==> config.mk <==
export PLATFORM = sky130hd
export DESIGN_NAME = regfile_wb_arbiter
export DESIGN_NICKNAME = d
export VERILOG_FILES = /design/src/rtl/regfile_pkg.sv /design/src/rtl/wb_arb2.sv /design/src/rtl/regfile_wb_arbiter.sv
export SDC_FILE = /design/constraint.sdc
export NUM_CORES = 1
export LEC_CHECK = 0
export ABC_AREA = 1
export CAP_MARGIN = 0
export CORE_MARGIN = 4
export CORE_UTILIZATION = 40
export DETAILED_ROUTE_END_ITERATION = 10
export HOLD_SLACK_MARGIN = 0.05
export PLACE_DENSITY = 0.86
export REMOVE_ABC_BUFFERS = 1
export SLEW_MARGIN = 10
export SYNTH_ARGS = -nofsm -noshare
export SYNTH_HDL_FRONTEND = slang
export SYNTH_SLANG_ARGS = --single-unit
export TNS_END_PERCENT = 5
==> constraint.sdc <==
create_clock -name clk_i -period 4 [get_ports clk_i]
set_clock_uncertainty 0.1 [all_clocks]
set_input_delay 0.6 -clock clk_i [delete_from_list [all_inputs] [get_ports clk_i]]
set_output_delay 0.6 -clock clk_i [all_outputs]
set_load 0.005 [all_outputs]
==> src/rtl/regfile_pkg.sv <==
// Shared register-file writeback definitions: datapath widths, requester ids
// and the registered write-port record.
package regfile_pkg;

  localparam int XLEN       = 32;
  localparam int REG_ADDR_W = 5;

  localparam logic REQ_ALU  = 1'b0;
  localparam logic REQ_LOAD = 1'b1;

  typedef struct packed {
    logic                  we;
    logic [REG_ADDR_W-1:0] addr;
    logic [XLEN-1:0]       data;
  } rf_wr_t;

  // x0 is hardwired to zero, so writes to it are accepted but dropped.
  function automatic logic is_x0(input logic [REG_ADDR_W-1:0] addr);
    return (addr == '0);
  endfunction

endpackage

==> src/rtl/wb_arb2.sv <==
// Two-requester writeback grant logic. Round-robin by default; fixed load
// priority with ALU anti-starvation when REGFILE_WB_FIXED_PRIO_EN is defined.
module wb_arb2
  import regfile_pkg::*;
(
  input  logic [1:0] valid,
  input  logic       last_grant,
`ifdef REGFILE_WB_FIXED_PRIO_EN
  input  logic [1:0] starve_cnt,
`endif
  output logic [1:0] grant
);

  always_comb begin
    grant = 2'b00;
    case (valid)
      2'b01: grant[REQ_ALU]  = 1'b1;
      2'b10: grant[REQ_LOAD] = 1'b1;
      2'b11: begin
`ifdef REGFILE_WB_FIXED_PRIO_EN
        // Load wins ties unless the ALU has already lost three in a row.
        if (starve_cnt == 2'd3) grant[REQ_ALU] = 1'b1;
        else                    grant[REQ_LOAD] = 1'b1;
`else
        if (last_grant == REQ_ALU) grant[REQ_LOAD] = 1'b1;
        else                       grant[REQ_ALU]  = 1'b1;
`endif
      end
      default: grant = 2'b00;
    endcase
  end

endmodule

==> src/rtl/regfile_wb_arbiter.sv <==
// Arbitrates ALU and load-unit writebacks onto a single register-file write
// port, one write per cycle. Optional mode: REGFILE_WB_FIXED_PRIO_EN.
module regfile_wb_arbiter
  import regfile_pkg::*;
(
  input  logic                  clk_i,
  input  logic                  rst_n_i,
  input  logic                  wb0_valid_i,
  input  logic [REG_ADDR_W-1:0] wb0_addr_i,
  input  logic [XLEN-1:0]       wb0_data_i,
  output logic                  wb0_ready_o,
  input  logic                  wb1_valid_i,
  input  logic [REG_ADDR_W-1:0] wb1_addr_i,
  input  logic [XLEN-1:0]       wb1_data_i,
  output logic                  wb1_ready_o,
  input  logic                  flush_i,
  output logic                  rf_we_o,
  output logic [REG_ADDR_W-1:0] rf_addr_o,
  output logic [XLEN-1:0]       rf_data_o,
  output logic                  last_grant_o
);

  logic [1:0]            grant;
  logic [1:0]            acc_p0;
  logic                  vld_p0;
  logic [REG_ADDR_W-1:0] addr_p0;
  logic [XLEN-1:0]       data_p0;
  rf_wr_t                wr_p1;
  logic                  last_grant_q;

`ifdef REGFILE_WB_FIXED_PRIO_EN
  logic [1:0] starve_cnt_q;
`endif

  wb_arb2 u_arb (
    .valid      ({wb1_valid_i, wb0_valid_i}),
    .last_grant (last_grant_q),
`ifdef REGFILE_WB_FIXED_PRIO_EN
    .starve_cnt (starve_cnt_q),
`endif
    .grant      (grant)
  );

  // Stage p0: accept decision and operand select
  always_comb begin
    acc_p0  = flush_i ? 2'b00 : grant;
    vld_p0  = |acc_p0;
    addr_p0 = acc_p0[REQ_LOAD] ? wb1_addr_i : wb0_addr_i;
    data_p0 = acc_p0[REQ_LOAD] ? wb1_data_i : wb0_data_i;
  end

  assign wb0_ready_o = acc_p0[REQ_ALU];
  assign wb1_ready_o = acc_p0[REQ_LOAD];

  // Stage p1: registered write port; address/data hold when nothing is accepted
  always_ff @(posedge clk_i or negedge rst_n_i) begin
    if (!rst_n_i) begin
      wr_p1        <= '0;
      last_grant_q <= REQ_LOAD;
    end else begin
      wr_p1.we <= vld_p0 && !is_x0(addr_p0);
      if (vld_p0) begin
        wr_p1.addr   <= addr_p0;
        wr_p1.data   <= data_p0;
        last_grant_q <= acc_p0[REQ_LOAD];
      end
    end
  end

`ifdef REGFILE_WB_FIXED_PRIO_EN
  // A flushed cycle is not counted as a lost arbitration.
  always_ff @(posedge clk_i or negedge rst_n_i) begin
    if (!rst_n_i) begin
      starve_cnt_q <= 2'd0;
    end else if (!flush_i) begin
      if (wb0_valid_i && !acc_p0[REQ_ALU])
        starve_cnt_q <= (starve_cnt_q == 2'd3) ? 2'd3 : starve_cnt_q + 2'd1;
      else
        starve_cnt_q <= 2'd0;
    end
  end
`endif

  assign rf_we_o      = wr_p1.we;
  assign rf_addr_o    = wr_p1.addr;
  assign rf_data_o    = wr_p1.data;
  assign last_grant_o = last_grant_q;

endmodule

# --- Word level (Yosys, flattened, before mapping) ---
# Index checks and enable logic that the tools add are counted.
# Widths: inputs -> output; s select.
word_totals:
  reg_bits: 39
  inputBits: 79
  output_inout_bits: 41
  elab_cells: 18
op_classes:
  eq_ne: 3
  n_mux: 7
  reduce_logical: 4
ops:
  columns: ["op", "count"]
  rows:
  - ["$mux 32", 1]
  - ["$logic_not 5->1", 1]
  - ["$mux 5", 1]
  - ["$eq 2x2->1 const B", 2]
  - ["$pmux 1 s2", 2]
  - ["$eq 2x1->1 const B", 1]
  - ["$mux 1", 2]
  - ["$mux 2", 1]
  - ["$reduce_or 2->1", 1]
  - ["$logic_and 1x1->1", 1]
  - ["$logic_not 1->1", 1]

# --- Depth between registers and ports, before layout ---
# Gate-level depths: netlist of run 1.
depth:
  word_depth: 7
  mapped_depth: 8
  depth_no_buf: 7

# --- Hierarchy ---
# A second synthesis of run 1 with hierarchy kept.
hier_totals:
  hier_cells: 229
  area_unflattened_um2: 1875.5
by_module_without_submodules:
  columns: ["module", "n_inst", "cells_each", "area_each_um2", "seq_area_each_um2"]
  rows:
  - ["regfile_wb_arbiter", 1, 224, 1854.3, 977.2]
  - ["wb_arb2", 1, 5, 21.3, 0.0]

# --- Least setup slack after synthesis of run 1 ---
# Ideal clock, no wire load.
synth_path:
  path_type: "input to output"
  start: "input wb0_valid_i"
  end: "output wb1_ready_o"
  arrival_time_ns: 1.092
  t_required_ns: 3.300
  path_slack_ns: 2.208
  cell_stages: 4
  path_buffers: 1
  cell_sequence: "nand2_1 > nand3_2 > inv_2 > buf_2"
synth_via:
  elab_chain_cells: 3
  word_cells_on_any_way: 4
  classes_between: "eq/ne: 2; mux: 2"
synth_rtl:
  columns: ["element", "line_no", "source"]
  rows:
  - ["start, declared", "regfile_wb_arbiter.sv:8", "input logic wb0_valid_i,"]
  - ["$eq 2x2->1", "wb_arb2.sv:16", "case (valid)"]
  - ["$pmux 1 s2 *", "wb_arb2.sv:16", null]
  - ["$mux 2 *", "regfile_wb_arbiter.sv:46", "acc_p0 = flush_i ? 2'b00 : grant;"]
  - ["end, declared", "regfile_wb_arbiter.sv:15", "output logic wb1_ready_o,"]
# Mark *: on every way between the ends. The rest lies on a longest branch, timed or not.

# --- Worst setup path after layout of run 1 ---
# Same ends and word-level chain as after synthesis.

==> results of run 1 <==
sequential cells by signal (all words and copies together) (netlist names):
signal / cells
rf_we_o: 1
rf_data_o: 32
rf_addr_o: 5
last_grant_o: 1
kinds of logic (layout without fill, tap and decap cells):
kind of cell           Yosys count  after routing
flip-flops                      39             39
AO/OA/AOI/OAI                   41             41
buffers and inverters           28            142
AND/OR/NAND/NOR                121            121
routing by layer:
| metal | GRT usage, % | vias up |
|---|---|---|
| met5 | 0 | - |
| met4 | 6.99 | 0 |
| met3 | 3.67 | 7 |
| met2 | 34.0 | 65 |
| met1 | 20.3 | 871 |
| li1 | - | 970 |
report_power, final:
group,internal [W],switching (W),leakage [nW]
sequential,0.000453,0.0000310,0.443
combinational,0.000213,0.000130,0.861
clock,0.000122,0.000127,0.0422
final cells by class:
type | count | share of cell area (%)
Timing Repair Buffer | 121 | 37.5
Multi-Input combinational cell | 162 | 25.3
Sequential cell | 39 | 30.5
Clock buffer | 7 | 2.38
Inverter | 13 | 1.52
Clock inverter | 1 | 0.156
Tap cell | 67 | 2.62
how the worst max path moves through the flow:
stage | slack [ns] | end | depth (start not counted)
CTS | 1.37 | wb1_ready_o | 5
global route | 1.34 | wb1_ready_o | 5
finish | 1.40 | wb1_ready_o | 5
detailed placement | 1.29 | rf_addr_o[3]$_DFFE_PN0P_ | 7
floorplan | 1.67 | wb1_ready_o | 3
global placement | 1.39 | rf_addr_o[1]$_DFFE_PN0P_ | 8
Yosys cell counts:
cell	instances	area share (%)
nand3b_1	1	0.38
nand2_2	1	0.32
dfstp_2	1	1.3
dfrtp_1	38	48
buf_2	7	1.8
buf_12	1	1.0
a21oi_1	1	0.25
nor2_4	1	0.57
nor2_1	34	6.5
nand2_1	79	15
inv_2	4	0.76
inv_1	9	1.7
nand2_4	1	0.57
a31oi_2	13	8.3
buf_6	5	2.9
o21ai_0	6	1.5
buf_4	2	0.76
nand3_2	1	0.51
o21ai_1	2	0.51
a31oi_1	19	6.1
nand3_1	3	0.76
worst reg2reg max path: cells and delay by family, from the launching register on:
family | cells | cell delay (ns)
AND/OR/NAND/NOR | 6 | 0.55
flip-flops | 1 | 0.54
buffers and inverters | 1 | 0.38
AO/OA/AOI/OAI | 1 | 0.13
stage by stage:
step / hold WS (ns) / power [W] / setup slack [ns] / cell area, sq um
floorplan: 0.204 / 0.000604 / 1.67 / 1840
global placement: 0.372 / 0.000830 / 1.39 / 3120
detailed placement: 0.393 / 0.000841 / 1.29 / 3120
CTS: 0.354 / 0.00109 / 1.37 / 3200
global route: 0.378 / 0.00115 / 1.34 / 3200
finish: 0.316 / 0.00108 / 1.40 / 3200
==> impl_results.md, run 1 <==
* Reg-to-reg slack, setup at 2.18 ns
* Initial Util at 41.3%
* Peak supply drop at 0.193 mV
* Mux contribution to synthesized area at 0%
* Cells after Synth at 229
* Vias at 1913
* HPWL after DPL at 4.11 mm
* Worst Max-Slew Pin Slew at 0.851 ns
* Worst-skew pair later-pin latency at 0.28 ns
* Worst Path Buf+Inv at 3
* # diodes at 0
* Placer Congestion at 0.791
* CTS max path bufs at 2
* Worst EP required at 3.30 ns
* Sequential cell area at 977 sq um
* Power per cell area at 336 nW/um^2
* Initial antenna violation count at 0
* Cell family with the largest share of critical-path delay: buffers and inverters
* Fin cells at 410
* CP peak stage delay at 0.52 ns
* Critical Path Start Type: primary input
* Crit path kind: primary input to primary output
* Die H at 78.1 microns
* Clock sink count at 39
* Synthesized area at 1960 sq um
* Largest family of logic cells by synthesized area: simple AND/OR/NAND/NOR gates
* Most common cell after layout, fill and taps aside: clkdlybuf4s50_1
* Resize count post-CTS at 0
* Most frequent CP cell: clkdlybuf4s50_1
* Crit path capture type: primary output
* Post-CTS Setup Bufs at 0
* Syn Area/Cell at 8.58 sq um
* Die Wd at 78.1 microns
* First-pass GRT wire length at 8.89 mm
* Largest net degree at the start of global routing at 67
* Area delta synth->final at 63.1%
* Placed insts at 402
* Clock Pin Slew Worst Setup and Hold Paths at 0.07 ns
* Gr usage total at 18.2%
* Gr ovfl total at 0
* Hold crit path type: primary input to asynchronous set/reset pin
* Core footprint at 4750 sq um
* FILL cells at 416
* Met2 WL post-DR at 2.86 mm
* Num CTS Buffers at 5
* Final Hold Fails at 0
* Unrepaired setup endpoints after global routing: false
* Distinct cell type count after synthesis at 21
* Most frequent cells in the layout: clkdlybuf4s50_1 (118), nand2_1 (79), dfrtp_1 (38), nor2_1 (34), a31oi_1 (19)
* Port Buffers at 119
* Final Slew Violations at 0
* Iteration-0 DRC Markers at 86
* Site Rows at 25
* Die ar. at 6100 sq um
* CP arrival at 1.90 ns
* Status: finished, final reports clean
* Core Util, Final at 67.4%
* Synth Area in Adders at 0%
* Metal3 WL at 326 microns
* Met1 Routed Length at 2.14 mm
* Crit. Startpoint: wb0_valid_i
* Post-synthesis compound-gate area fraction at 16.6%
* Final min period at 2.60 ns
* CP cell instances: clkdlybuf4s50_1, nand2_1, nand3_2, inv_2, clkdlybuf4s50_1
* Worst-path maximum fanout at 4
* Critical path's slowest cell: clkdlybuf4s50_1
* Top layer in use: met4
* Period utilization at 65.1%
* Final setup vio count at 0
* Drt wl/cell at 13.2 microns
* Clk root buf: clkbuf_8
* Hold_buf cts at 0
* # Max-Cap Violations at 0
* Footprint of the multi-input gates at 812 sq um
* Slew margin rel. at 43.2%
* #FFs+latches synth at 39
* Post-route DRC at 0
* TritonCTS clock tree: yes
* Top-Level Pins at 120
* Yosys warns at 0
* Synth Area in XOR/XNOR at 0%
* Setup TNS at 0 ns
* Vias in the first global route at 1983
* Post-synthesis simple-gate area fraction at 24.7%
* # nets final at 421
* Reg2reg path depth at 8
* H-Tree Depth at 2
* Crit Reg-Reg Startpoint: last_grant_o$_DFFE_PN1P_
* P_leak at 1.35 nW
* Post-synthesis sequential area ratio at 49.7%
* Vias per cell at 4.67
* FMAX at 384 MHz
* ANT nets after route at 0
* First-pass DRT Iterations at 4
* Wire length after detailed routing at 5.41 mm
* Reg2reg end: rf_we_o$_DFF_PN0_
* Layout cells sized above 1 at 9.04%
Power figures use the tool's default switching activity.
==> inputs of run 2 (changes only) <==
--- a/config.mk
+++ b/config.mk
@@ -8,10 +8,10 @@
 export ABC_AREA = 1
 export CAP_MARGIN = 0
 export CORE_MARGIN = 4
-export CORE_UTILIZATION = 40
+export CORE_UTILIZATION = 34
 export DETAILED_ROUTE_END_ITERATION = 10
 export HOLD_SLACK_MARGIN = 0.05
-export PLACE_DENSITY = 0.86
+export PLACE_DENSITY = 0.77
 export REMOVE_ABC_BUFFERS = 1
 export SLEW_MARGIN = 10
 export SYNTH_ARGS = -nofsm -noshare
==> constraint.sdc (replaced) <==
create_clock -name clk_i -period 2.1 [get_ports clk_i]
set_clock_uncertainty 0.1 [all_clocks]
set_input_delay 0.315 -clock clk_i [delete_from_list [all_inputs] [get_ports clk_i]]
set_output_delay 0.315 -clock clk_i [all_outputs]
set_load 0.005 [all_outputs]
==> run 2 against run 1 <==
Effect of this change:
- via count increased by 1.9%
- sequential share of layout area decreased by 1.2 points
- global-route usage shrank 1.8 points
- largest cell class unchanged
- largest power group unchanged
- critical path depth shrank 1
- worst hold slack better by 0.083 ns
- final cell count grew 2.7%
- clock power increased to 2.6 times the previous value
- combinational power up 99%
- non-clock buffer count rose by 6
- first-iteration DRC count down 50%
- design area is 4.0% higher
- clock-buffer cell count down 1
==> impl_results.md, run 2 (synthesized netlist as in run 1, its figures left out) <==
* Most common cell after layout, fill and taps aside: clkdlybuf4s50_1
* Placer Congestion at 0.758 (-4.2%)
* Post-route DRC at 0 (unchanged)
* Port Buffers at 119 (unchanged)
* Initial Util at 35.5% (-5.9 points)
* Gate power share at 30.3% (-1.6 points)
* Hold_buf cts at 1 (+1)
* # Max-Cap Violations at 0 (unchanged)
* Final Hold Fails at 0 (unchanged)
* HPWL after DPL at 4.30 mm (+4.7%)
* Crit path capture type: primary output
* Largest register FFs at 32 (unchanged)
* Clock sink count at 39 (unchanged)
* Slew margin rel. at 66.5% (+23 points)
* Resize count post-CTS at 0 (unchanged)
* Final Slew Violations at 0 (unchanged)
* Vias at 1949 (+1.9%)
* Vias per cell at 4.63 (-0.78%)
* Final min period at 2.03 ns
* H-Tree Depth at 2 (unchanged)
* Die H at 84.0 microns (+7.6%)
* Worst hold start: rf_addr_o[2]$_DFFE_PN0P_
* Critical Path Start Type: primary input
* Worst Max-Slew Pin Slew at 0.502 ns (-0.349 ns)
* Most frequent cells in the layout: clkdlybuf4s50_1 (118), nand2_1 (79), dfrtp_1 (38), nor2_1 (34), a31oi_1 (19)
* Clk root buf: clkbuf_8
* Reg-to-reg slack, setup at 0.52 ns (-1.66 ns)
* Hold path endpoint: rf_addr_o[2]$_DFFE_PN0P_
* Core Util, Final at 60.1% (-7.3 points)
* First-pass GRT wire length at 9.40 mm (+5.7%)
* Gr usage total at 16.4% (-1.8 points)
* Hold crit path type: register to register
* Clock Pin Slew Worst Setup and Hold Paths at 0.08 ns (about the same)
* Hold path depth at 2
* Die ar. at 7060 sq um (+16%)
* Gr ovfl total at 0 (unchanged)
* ANT nets after route at 0 (unchanged)
* Met2 WL post-DR at 2.73 mm (-4.4%)
* Layout cells sized above 1 at 10.9% (+1.9 points)
* # diodes at 0 (unchanged)
* Unrepaired setup endpoints after global routing: false
* Post-CTS Setup Bufs at 0 (unchanged)
* Reg2reg path depth at 8 (unchanged)
* Final Cell Area at 3330 sq um (+4.0%)
* Largest net degree at the start of global routing at 41 (-39%)
* Int Pwr at 0.00167 W (+110%)
* Site Rows at 27 (+8.0%)
* Initial antenna violation count at 0 (unchanged)
* DP Area at 3200 sq um (+2.6%)
* Die Wd at 84.0 microns (+7.6%)
* P_leak at 1.41 nW (+4.6%)
* Final setup vio count at 0 (unchanged)
* Worst-skew pair later-pin latency at 0.29 ns (about the same)
* Seq pwr share at 40.9% (-4.1 points)
* CTS max path bufs at 2 (unchanged)
* First-pass DRT Iterations at 4 (unchanged)
* Peak supply drop at 0.350 mV (+82%)
* Num CTS Buffers at 5 (unchanged)
* TritonCTS clock tree: yes
* Crit path kind: primary input to primary output
* Core footprint at 5540 sq um (+17%)
* Met1 Routed Length at 2.34 mm (+9.4%)
* Top-Level Pins at 120 (unchanged)
* Top layer in use: met4
* # nets final at 427 (+1.4%)
* Worst EP required at 1.68 ns (-1.62 ns)
* Wire length after detailed routing at 5.67 mm (+4.9%)
* Worst hold margin at 0.399 ns (+0.0826 ns)
* Period utilization at 96.7%
* FMAX at 492 MHz
* Vias in the first global route at 1935 (-2.4%)
* Worst-path maximum fanout at 3 (-1)
* Switching power at 0.000578 W (+100%)
* Setup TNS at 0 ns (unchanged)
* Crit Reg-Reg Startpoint: last_grant_o$_DFFE_PN1P_
* Metal3 WL at 546 microns (+67%)
* Power per cell area at 676 nW/um^2 (+100%)
* Iteration-0 DRC Markers at 43 (-50%)
* Drt wl/cell at 13.5 microns (+2.1%)
* Clock power share at 28.8% (+5.7 points)
* Area delta synth->final at 69.6%
* Reg2reg end: rf_we_o$_DFF_PN0_
* CP arrival at 1.62 ns (-0.28 ns)
* Sw frac at 25.7% (-1.1 points)
* Status: finished, final reports clean
-- run 2: cell count changes in the layout (fill, tap and decap cells not counted), sizes merged --
cell	before	now
clkbuf	7	6
buf	3	8
dlygate4sd3	0	1
bufinv	0	1
-- run 2: worst max-delay path: stages --
cell	delay, ns
clkdlybuf4s50_1	0.53
nand3_2	0.16
inv_2	0.11
clkdlybuf4s50_1	0.50
-- run 2: power by group through the flow --
stage	clock network (W)	logic (W)	registers [W]
after CTS	0.000668	0.000694	0.000922
after global routing	0.000703	0.000747	0.000937
after global placement	0	0.000679	0.000931
final	0.000648	0.000682	0.000921
after detailed placement	0	0.000690	0.000937
after floorplan	0	0.000206	0.000944
-- run 2: final cells by class --
class | instances | area [sq um]
inverters | 13 | 48.8
repair buffers | 127 | 1290
multi-input cells | 162 | 812
clock inverters | 2 | 35.0
clock buffers | 6 | 82.6
fillers | 518 | 2210
well taps | 72 | 90.1
flip-flops and latches | 39 | 977
-- run 2: worst max-delay path by stage --
stage	from	cells past startpoint	to
final	wb1_valid_i	4	wb1_ready_o
after global routing	wb0_valid_i	5	wb1_ready_o
after CTS	wb1_valid_i	4	wb1_ready_o
after detailed placement	wb1_valid_i	4	wb1_ready_o
after global placement	wb1_valid_i	4	wb1_ready_o
after floorplan	last_grant_o$_DFFE_PN1P_	5	rf_data_o[10]$_DFFE_PN0P_
-- run 2: through the flow --
step                      cells  setup WS, ns  total power (W)
after floorplan             214         0.264          0.00115
after global placement      412        0.0547          0.00161
after detailed placement    412        0.0398          0.00163
after CTS                   421        0.0389          0.00228
after global routing        421       0.00936          0.00239
final                       421        0.0684          0.00225
-- run 2: per-layer routing --
layer / vias up / global-route usage, %
li1: 975 / -
met1: 877 / 20.4
met2: 91 / 27.0
met3: 6 / 6.32
met4: 0 / 3.51
met5: - / 0
==> inputs of run 3 (changes only) <==
--- a/config.mk
+++ b/config.mk
@@ -7,10 +7,10 @@
 export LEC_CHECK = 0
 export ABC_AREA = 1
 export CAP_MARGIN = 0
-export CORE_MARGIN = 4
 export CORE_UTILIZATION = 34
 export DETAILED_ROUTE_END_ITERATION = 10
 export HOLD_SLACK_MARGIN = 0.05
+export MAX_ROUTING_LAYER = met4
 export PLACE_DENSITY = 0.77
 export REMOVE_ABC_BUFFERS = 1
 export SLEW_MARGIN = 10
==> run 3 against run 2 <==
Effect of this change:
- die area shrank 14%
- clock power shrank 26%
- power shrank 7.6%
- worst hold slack lost 0.0012 ns
- largest power group unchanged
- global-route usage grew 2.5 points
- largest cell class unchanged
==> impl_results.md, run 3 (synthesized netlist as in run 1, its figures left out) <==
* Vias per cell at 4.66 (+0.56%)
* # nets final at 427 (unchanged)
* ANT nets after route at 0 (unchanged)
* Seq pwr share at 44.2% (+3.3 points)
* Vias in the first global route at 2041 (+5.5%)
* Largest net degree at the start of global routing at 41 (unchanged)
* Drt wl/cell at 12.6 microns (-6.7%)
* Wire length after detailed routing at 5.29 mm (-6.7%)
* CP arrival at 1.62 ns (about the same)
* Num CTS Buffers at 5 (unchanged)
* First-pass GRT wire length at 8.95 mm (-4.8%)
* Iteration-0 DRC Markers at 91 (+110%)
* FILL cells at 513 (-0.97%)
* Hold_buf cts at 1 (unchanged)
* Final Hold Fails at 0 (unchanged)
* Sw frac at 27.1% (+1.4 points)
* Worst Max-Slew Pin Slew at 0.665 ns (+0.164 ns)
* Crit path kind: primary input to primary output
* # diodes at 0 (unchanged)
* Area delta synth->final at 67.9%
* Hold crit path type: register to register
* Die H at 78.0 microns (-7.1%)
* Gate power share at 32.7% (+2.4 points)
* Switching power at 0.000563 W (-2.5%)
* DP Area at 3200 sq um (unchanged)
* Most frequent cells in the layout: clkdlybuf4s50_1 (118), nand2_1 (79), dfrtp_1 (38), nor2_1 (34), a31oi_1 (19)
* Post-route DRC at 0 (unchanged)
* Die Wd at 78.0 microns (-7.1%)
* TritonCTS clock tree: yes
* Initial Util at 35.5% (unchanged)
* Port Buffers at 119 (unchanged)
* Most common cell after layout, fill and taps aside: clkdlybuf4s50_1
* Layout cells sized above 1 at 10.9% (unchanged)
* Crit path capture type: primary output
* Core footprint at 5540 sq um (unchanged)
* Period utilization at 96.9% (+0.20 points)
* Worst-path maximum fanout at 3 (unchanged)
* Placer Congestion at 0.801 (+5.6%)
* Unrepaired setup endpoints after global routing: false
* CTS max path bufs at 2 (unchanged)
* Final setup vio count at 0 (unchanged)
* Peak supply drop at 0.283 mV (-19%)
* FMAX at 491 MHz (-0.21%)
* Post-CTS Setup Bufs at 0 (unchanged)
* Clock Pin Slew Worst Setup and Hold Paths at 0.08 ns (about the same)
* Site Rows at 27 (unchanged)
* Top-Level Pins at 120 (unchanged)
* Final Slew Violations at 0 (unchanged)
* Worst-skew pair later-pin latency at 0.28 ns (about the same)
* Slew margin rel. at 55.6% (-11 points)
* Int Pwr at 0.00152 W (-9.4%)
* HPWL after DPL at 3.96 mm (-8.0%)
* Vias at 1960 (+0.56%)
* Die ar. at 6090 sq um (-14%)
* Core Util, Final at 59.5% (-0.61 points)
* Gr usage total at 19.0% (+2.5 points)
* H-Tree Depth at 2 (unchanged)
* Gr ovfl total at 0 (unchanged)
* Resize count post-CTS at 0 (unchanged)
* Clock sink count at 39 (unchanged)
* Setup TNS at 0 ns (unchanged)
* Largest register FFs at 32 (unchanged)
* Clk root buf: clkbuf_8
* Clock power share at 23.1% (-5.7 points)
* Critical Path Start Type: primary input
* Initial antenna violation count at 0 (unchanged)
* P_leak at 1.39 nW (-0.96%)
* First-pass DRT Iterations at 4 (unchanged)
* Final min period at 2.04 ns (+0.00423 ns)
* Final Cell Area at 3300 sq um (-1.0%)
* # Max-Cap Violations at 0 (unchanged)
* Power per cell area at 630 nW/um^2 (-6.7%)
* Worst EP required at 1.68 ns (about the same)
* Status: finished, final reports clean
==> run 3: changes by cell type in the layout (fill, tap and decap cells not counted) <==
cell,previous run,this run
clkbuf_8,6,5
bufinv_16,1,0
clkinv_2,1,3
==> run 3: final timing paths <==
path / startpoint / endpoint / slack (ns) / cells past startpoint
worst max-delay path: wb1_valid_i / wb1_ready_o / 0.06 / 4
worst min-delay path: rf_addr_o[0]$_DFFE_PN0P_ / rf_addr_o[0]$_DFFE_PN0P_ / 0.40 / 2
worst min register to register: rf_addr_o[0]$_DFFE_PN0P_ / rf_addr_o[0]$_DFFE_PN0P_ / 0.40 / 2
min in group asynchronous: rst_n_i / rf_addr_o[2]$_DFFE_PN0P_ / 0.52 / 2
worst max register to register: last_grant_o$_DFFE_PN1P_ / rf_we_o$_DFF_PN0_ / 0.50 / 8
max in group asynchronous: rst_n_i / rf_data_o[14]$_DFFE_PN0P_ / 0.77 / 3
==> run 3: cell type report <==
type,count,area (sq um),share of cell area [%]
well taps,72,90.1,2.73
multi-input cells,162,812,24.6
clock inverters,3,15.0,0.455
flip-flops and latches,39,977,29.6
repair buffers,127,1290,39.0
clock buffers,5,68.8,2.09
inverters,13,48.8,1.48
==> run 3: per-layer routing <==
layer,track usage (%),vias up,routed length (microns)
met4,3.52,0,27
met3,4.88,4,361
li1,-,983,-
met2,33.4,86,2550
met5,-,-,0
met1,22.0,887,2350
==> run 3: power by group through the flow <==
stage	sequential (W)	clock, W	combinational, W
detailed placement	0.000935	0	0.000685
finish	0.000919	0.000480	0.000680
global placement	0.000930	0	0.000676
global route	0.000934	0.000533	0.000746
CTS	0.000921	0.000510	0.000689
floorplan	0.000944	0	0.000206
==> run 3: critical path, stage by stage <==
cell and delay [ns]:
clkdlybuf4s50_1 0.53, nand3_2 0.16, inv_2 0.11, clkdlybuf4s50_1 0.50
==> run 3: metrics by stage <==
stage / cells / power [W] / worst slack [ns] / hold slack (ns)
after CTS: 421 / 0.00212 / 0.0437 / 0.399
final: 421 / 0.00208 / 0.0641 / 0.398
after detailed placement: 412 / 0.00162 / 0.0433 / 0.285
after global placement: 412 / 0.00161 / 0.0709 / 0.281
after global routing: 421 / 0.00221 / 0.00859 / 0.426
after floorplan: 214 / 0.00115 / 0.264 / -0.0806
